### config.mk
export PLATFORM = sky130hd
export DESIGN_NAME = pc_reg
export DESIGN_NICKNAME = d
export VERILOG_FILES = /design/src/rtl/mips_defs.sv /design/src/rtl/pc_reg.sv
export SDC_FILE = /design/constraint.sdc
export NUM_CORES = 1
export LEC_CHECK = 0
export ABC_AREA = 0
export CORE_ASPECT_RATIO = 0.9
export CORE_MARGIN = 4
export CORE_UTILIZATION = 40
export DETAILED_ROUTE_END_ITERATION = 10
export MAX_ROUTING_LAYER = met4
export PLACE_DENSITY = 0.7
export SYNTH_ARGS = -nofsm -noshare
export SYNTH_HDL_FRONTEND = slang
export SYNTH_SLANG_ARGS = --single-unit
### constraint.sdc
create_clock -name clk -period 2.45 [get_ports clk]
set_clock_uncertainty 0.05 [all_clocks]
set_input_delay 0.245 -clock clk [delete_from_list [all_inputs] [get_ports clk]]
set_output_delay 0.245 -clock clk [all_outputs]
set_load 0.1 [all_outputs]
### src/rtl/mips_defs.sv
// Shared simplemips definitions: address width, instruction size, reset
// vector and the PC-generation state encoding reused by IF, ID and ctrl.
package mips_defs;

    localparam int          ADDR_W     = 32;
    localparam int          INST_BYTES = 4;
    localparam logic [31:0] RESET_PC   = 32'h0000_0000;

    typedef enum logic {
        BOOT = 1'b0,
        RUN  = 1'b1
    } pc_state_t;

endpackage

### src/rtl/pc_reg.sv
// Program-counter generation stage: selects the next fetch address from
// increment, ID branch, or flush redirect, and buffers branches seen during stalls.
module pc_reg
    import mips_defs::*;
#(
    parameter int                ADDR_W   = mips_defs::ADDR_W,
    parameter logic [ADDR_W-1:0] RESET_PC = ADDR_W'(mips_defs::RESET_PC)
) (
    input  logic              clk,
    input  logic              rst_n,
    input  logic              stall_i,
    input  logic              flush_i,
    input  logic [ADDR_W-1:0] new_pc_i,
    input  logic              branch_flag_i,
    input  logic [ADDR_W-1:0] branch_target_i,
    output logic [ADDR_W-1:0] pc_o,
    output logic              ce_o,
    output logic              br_pend_o
);

    pc_state_t         state_q, state_d;
    logic [ADDR_W-1:0] pc_q, pc_d;
    logic              ce_q, ce_d;
    logic              pend_q, pend_d;
    logic [ADDR_W-1:0] pend_target_q, pend_target_d;

    always_ff @(posedge clk or negedge rst_n) begin
        if (!rst_n) begin
            state_q       <= BOOT;
            pc_q          <= RESET_PC;
            ce_q          <= 1'b0;
            pend_q        <= 1'b0;
            pend_target_q <= '0;
        end else begin
            state_q       <= state_d;
            pc_q          <= pc_d;
            ce_q          <= ce_d;
            pend_q        <= pend_d;
            pend_target_q <= pend_target_d;
        end
    end

    always_comb begin
        state_d       = state_q;
        pc_d          = pc_q;
        ce_d          = ce_q;
        pend_d        = pend_q;
        pend_target_d = pend_target_q;
        unique case (state_q)
            BOOT: begin
                // pc stays at RESET_PC so the first fetch is the reset vector
                state_d = RUN;
                ce_d    = 1'b1;
            end
            RUN: begin
                if (flush_i) begin
                    pc_d   = new_pc_i;
                    pend_d = 1'b0;
                end else if (stall_i) begin
                    if (branch_flag_i) begin
                        pend_d        = 1'b1;
                        pend_target_d = branch_target_i;
                    end
                end else if (branch_flag_i) begin
                    pc_d   = branch_target_i;
                    pend_d = 1'b0;
                end else if (pend_q) begin
                    pc_d   = pend_target_q;
                    pend_d = 1'b0;
                end else begin
                    pc_d = pc_q + ADDR_W'(INST_BYTES);
                end
            end
            default: state_d = BOOT;
        endcase
    end

    assign pc_o      = pc_q;
    assign ce_o      = ce_q;
    assign br_pend_o = pend_q;

endmodule

# ---- Word level (Yosys, flattened, before mapping)
# Index checks and enable logic that the tools add are counted.
dict set report totals {
  wordCells 19
  ff_bits 67
  out_inout_bits 34
  input_bits 69
}
dict set report classes {
  n_reduce_logical 3
  n_bitwise 1
  n_addsub 1
  n_mux 7
  eq_ne 2
}
# op count
set ops {}
lappend ops {{$mux W32} 4}
lappend ops {{$add A32 B3 Y32 const B} 1}
lappend ops {{$reduce_and A2 Y1} 2}
lappend ops {{$reduce_and A4 Y1} 1}
lappend ops {{$mux W1} 3}
lappend ops {{$ne A3 B1 Y1 const B} 1}
lappend ops {{$ne A2 B1 Y1 const B} 1}
lappend ops {{$not A1 Y1} 1}

# ---- Depth between registers and ports, before layout
dict set report depth {
  depth_word 5
  ltp_mapped 7
  mapped_depth_nobuf 6
}

# ---- Least setup slack after synthesis
# OpenSTA, ideal clock, no wires.
dict set report synth_timing {
  path_kind {register -> register}
  start {reg pc_q[2], in the netlist pc_o[2]}
  end {reg pc_q[26], in the netlist pc_o[26]}
  t_arrival_ps 2753
  path_buffers 1
  setup_ps 123
  synth_period_minus_slack_ps 2927
  setup_slack_ps -477
  path_stages_with_launch 8
  required_time_ps 2277
  path_cell_list {dfrtp_1 -> ha_1 -> nand4_2 -> or3_1 -> buf_6 -> or3_4 -> a31o_1 -> a32o_1}
}
dict set report synth_via {
  elab_chain_cells 5
}
# element line_no
set synth_rtl {}
lappend synth_rtl {{start: declaration} pc_reg.sv:22} ;# logic [ADDR_W-1:0] pc_q, pc_d;
lappend synth_rtl {{start signal: assignment} pc_reg.sv:36} ;# pc_q <= pc_d;
lappend synth_rtl {{$add A32 B3 Y32} pc_reg.sv:71} ;# pc_d = pc_q + ADDR_W'(INST_BYTES);
lappend synth_rtl {{$mux W32} pc_reg.sv:67} ;# end else if (pend_q) begin
lappend synth_rtl {{$mux W32} pc_reg.sv:64} ;# end else if (branch_flag_i) begin
lappend synth_rtl {{$mux W32} pc_reg.sv:59} ;# end else if (stall_i) begin
lappend synth_rtl {{$mux W32} pc_reg.sv:56} ;# if (flush_i) begin
# Every way passes these cells. The select of a mux whose other input is x is not followed.
# A chain may end at the register's enable or synchronous reset.

# ---- Worst setup path after layout
dict set report layout_timing {
  start {reg pc_q[2], in the netlist pc_o[2]}
  end {reg pc_q[30], in the netlist pc_o[30]}
}
# Same word-level chain as after synthesis.

==> summary.txt <==
GRT
  • Largest net degree at the start of global routing: between 40 and 50
  • Aggregate global-route resource usage: 0.234
  • First-pass GRT wire length: roughly 20,000 um
  • Initial antenna violation count: 0
  • Grt total ovfl: 0
  • Vias in the first global route: ~3,900

Final layout
  • Layout cells sized above 1: 0.247
  • Non-filler cells in the finished layout: between 600 and 700
  • N_diodes: 0
  • Syn-to-layout area delta: 35.4%
  • Reg area: 1700 um2
  • FILL cells: between 800 and 900
  • Area of the multi-input gates: ~2100 um2
  • Final nets: about 600
  • Fin util: 0.552

Worst setup path
  • Crit. End Element: register
  • FF-to-FF setup slack: ~0.28 ns
  • CP max stage cell: dfrtp_4
  • Worst r2r dst: pc_o[30]$_DFFE_PN0P_
  • FF-to-FF path depth: 7
  • Worst Path Arrival: around 2.4 ns
  • Highest net fanout along the worst path: 8
  • Worst Path Class, Setup: reg2reg
  • Startpoint Class: register
  • Max incr delay on CP: 0.47 ns
  • Cell Chain, Critical Path: ha_4 -> nand4_2 -> or3_1 -> buf_4 -> nor4_1 -> xnor2_1 -> a21oi_1
  • FF-to-FF Start: pc_o[2]$_DFFE_PN0P_
  • Worst EP required: 2.63 ns

Route
  • Vias per Instance: 6.09
  • Via count: 3,950
  • First drt pass iteration count: 7
  • Routed Antenna Nets: 0
  • Met3 WL post-DR: 951 um
  • Routed len/inst: approximately 20 um
  • DRT iter0 DRCs: 313
  • # DRC: 0
  • Highest Signal Layer: met4
  • WL met1: about 5900 um
  • WL met2: just under 6000 um
  • Routed Wire Length: between 10,000 and 15,000 um

Status
  • Outcome: finished, final reports clean

Synthesis
  • Count leader, synth: dfrtp_1
  • Yosys top cell by area: dfrtp_1
  • Ys async rst share: 1.00
  • Syn nets: roughly 480
  • Syn Area/Cell: 9.54 um2
  • Synthesized area: approximately 3900 um2
  • Main synth FF type: dfrtp_1
  • Sequential element share of the synthesized area: 0.425
  • Post-synth EDFFs: 0
  • Synth area leaders: dfrtp_1, mux2_2, a221oi_1, o21ai_0, nor2_1
  • Post-Synthesis Cells: between 400 and 500
  • Library cells used by synthesis: between 50 and 60
  • Commonest cells post-synth: dfrtp_1, mux2_2, nor2_1, nand2_1
  • Synthesis Warnings: 0
  • Seq cells post-synth: 67
  • Yosys top cell area share: 0.425

Power and ir drop
  • Sw Ratio: 0.420
  • PD cells: 764 nW/um2
  • Clock power share: 0.240
  • Internal Dissipation: approximately 2.4 mW
  • Psw: around 1.7 mW
  • Maximum VDD drop: around 0.47 mV
  • Leak: 2.16 nW
  • Combinational fraction of design power: 0.380
  • Share of power burned in registers: 0.380

Place
  • Routability cong.: approximately 0.94
  • Setup WS pre-CTS: 0.0532 ns
  • Port bufs: between 100 and 150
  • Post-detail-place hpwl: 9510 um
  • Placed cell count: approximately 630

Timing
  • Unrepaired setup endpoints after global routing: false
  • Final setup viols: 0
  • Final min period: roughly 2.2 ns
  • Final-report max-slew violation count: 0
  • Slew of the pin with the lowest slew margin: between 0.9 and 1 ns
  • Final worst slack: between 0.2 and 0.3 ns
  • Max Clk Rate: between 400 and 500 MHz
  • Hold Vio Cnt, Final: 0
  • Post-Route Setup TNS: 0 ns
  • Worst relative slew slack: 0.392
  • Fin crit share: 0.887
  • WHS: approximately 0.35 ns

Die
  • Die area: about 12,000 um2
  • Num ports: 103
  • Row count: 34
  • Initial Util: 0.408
  • Die Ht: ~100 um
  • Core area: between 9000 and 10,000 um2
  • Die Span X: 113 um

Clock tree
  • Clock transition at path regs: about 0.080 ns
  • Clk_lat worst skew: 0.34 ns
  • CTS H-tree lvls: 3
  • CTS root buf: clkbuf_8
  • Clock Sinks: 67
  • CTS tree: done
  • Post-cts resize count: 0
  • TritonCTS buffer count: 9
  • Clock Path Buffers: 2

Worst hold path
  • Hold Path Class: in2async

Flow run
  • Max Cap Violations: 0
## power groups by stage
stage | sequential (mW) | clock, mW | combinational [mW]
finish | 1.55 | 0.980 | 1.55
global route | 1.57 | 1.04 | 1.63
CTS | 1.54 | 0.996 | 1.55
detailed placement | 1.56 | 0 | 1.55
global placement | 1.55 | 0 | 1.52
floorplan | 2.15 | 0 | 0.449
## placed cells by master, fill, tap and decap left out, types with 4 or more instances in the layout
| cell | n |
|---|---|
| clkdlybuf4s50_1 | 67 |
| dfrtp_1 | 55 |
| buf_4 | 54 |
| mux2_2 | 31 |
| nor2_1 | 31 |
| nand2_1 | 29 |
| o21ai_0 | 27 |
| a21oi_1 | 19 |
| a221oi_1 | 17 |
| nand2b_1 | 13 |
| nor3_1 | 12 |
| clkbuf_8 | 12 |
| a221o_1 | 11 |
| nand3_1 | 11 |
| dfrtp_2 | 10 |
| nand4_1 | 9 |
| inv_1 | 9 |
| mux2i_1 | 7 |
| o31ai_1 | 7 |
| xnor2_1 | 6 |
| nor2b_1 | 5 |
| o22ai_1 | 5 |
| a32o_1 | 5 |
| and4_1 | 4 |
| a211oi_1 | 4 |
| o211ai_1 | 4 |
## worst max-delay path, delay by kind of cell, from the launching register on
kind	cells	cell delay (ns)
fa+ha+maj	1	0.18
buf+inv	1	0.18
compound gates	1	0.10
flops	1	0.47
xor+xnor	1	0.16
simple gates	3	0.91
## state kept, by name, indices dropped and copies added, names as in the netlist
| name | cells |
|---|---|
| br_pend_o | 1 |
| ce_o | 1 |
| pc_o | 32 |
| pend_target_q | 32 |
| state_q | 1 |
## stage by stage
step	cell area, um2	power (mW)
CTS	5340	4.08
detailed placement	5110	3.10
floorplan	3970	2.60
finish	5340	4.08
global route	5340	4.24
global placement	5110	3.07
## metal layers
layer  track usage  up-vias
li1              -     1782
met1         0.312     1937
met2         0.357      204
met3        0.0533       27
met4        0.0730        0
met5             -        -
## layout make-up
type | count | share of cell area
clock buffers | 12 | 0.0310
clock inverters | 4 | 0.00891
inverters | 10 | 0.00704
multi-input cells | 306 | 0.397
flip-flops and latches | 67 | 0.318
well taps | 126 | 0.0295
repair buffers | 124 | 0.208
## logic make-up after synthesis
family	after synthesis	share of synthesized area
buffers and inverters	40	0.0400
XOR/XNOR	9	0.0200
flip-flops	67	0.425
multiplexers	38	0.106
adder cells (fa/ha/maj)	1	0.00317
AND/OR/NAND/NOR	134	0.178
other	1	0.000951
AO/OA/AOI/OAI	123	0.226
## how the worst max path moves through the flow
stage	from	end	slack, ns	cells past startpoint
floorplan	pc_o[17]$_DFFE_PN0P_	pc_o[18]$_DFFE_PN0P_	0.01	4
global placement	branch_flag_i	pc_o[14]$_DFFE_PN0P_	0.12	7
detailed placement	branch_flag_i	pc_o[14]$_DFFE_PN0P_	0.05	7
CTS	pc_o[2]$_DFFE_PN0P_	pc_o[30]$_DFFE_PN0P_	0.28	7
global route	br_pend_o$_DFFE_PN0P_	pc_o[14]$_DFFE_PN0P_	0.19	6
finish	pc_o[2]$_DFFE_PN0P_	pc_o[30]$_DFFE_PN0P_	0.28	7
## timing repair
| action | in CTS | in global routing |
|---|---|---|
| buffers inserted | 0 | 0 |
| hold buffers | 1 | 0 |
| endpoints found under the hold margin | 20 | 0 |
No activity file was read; power rests on OpenSTA's default activity.
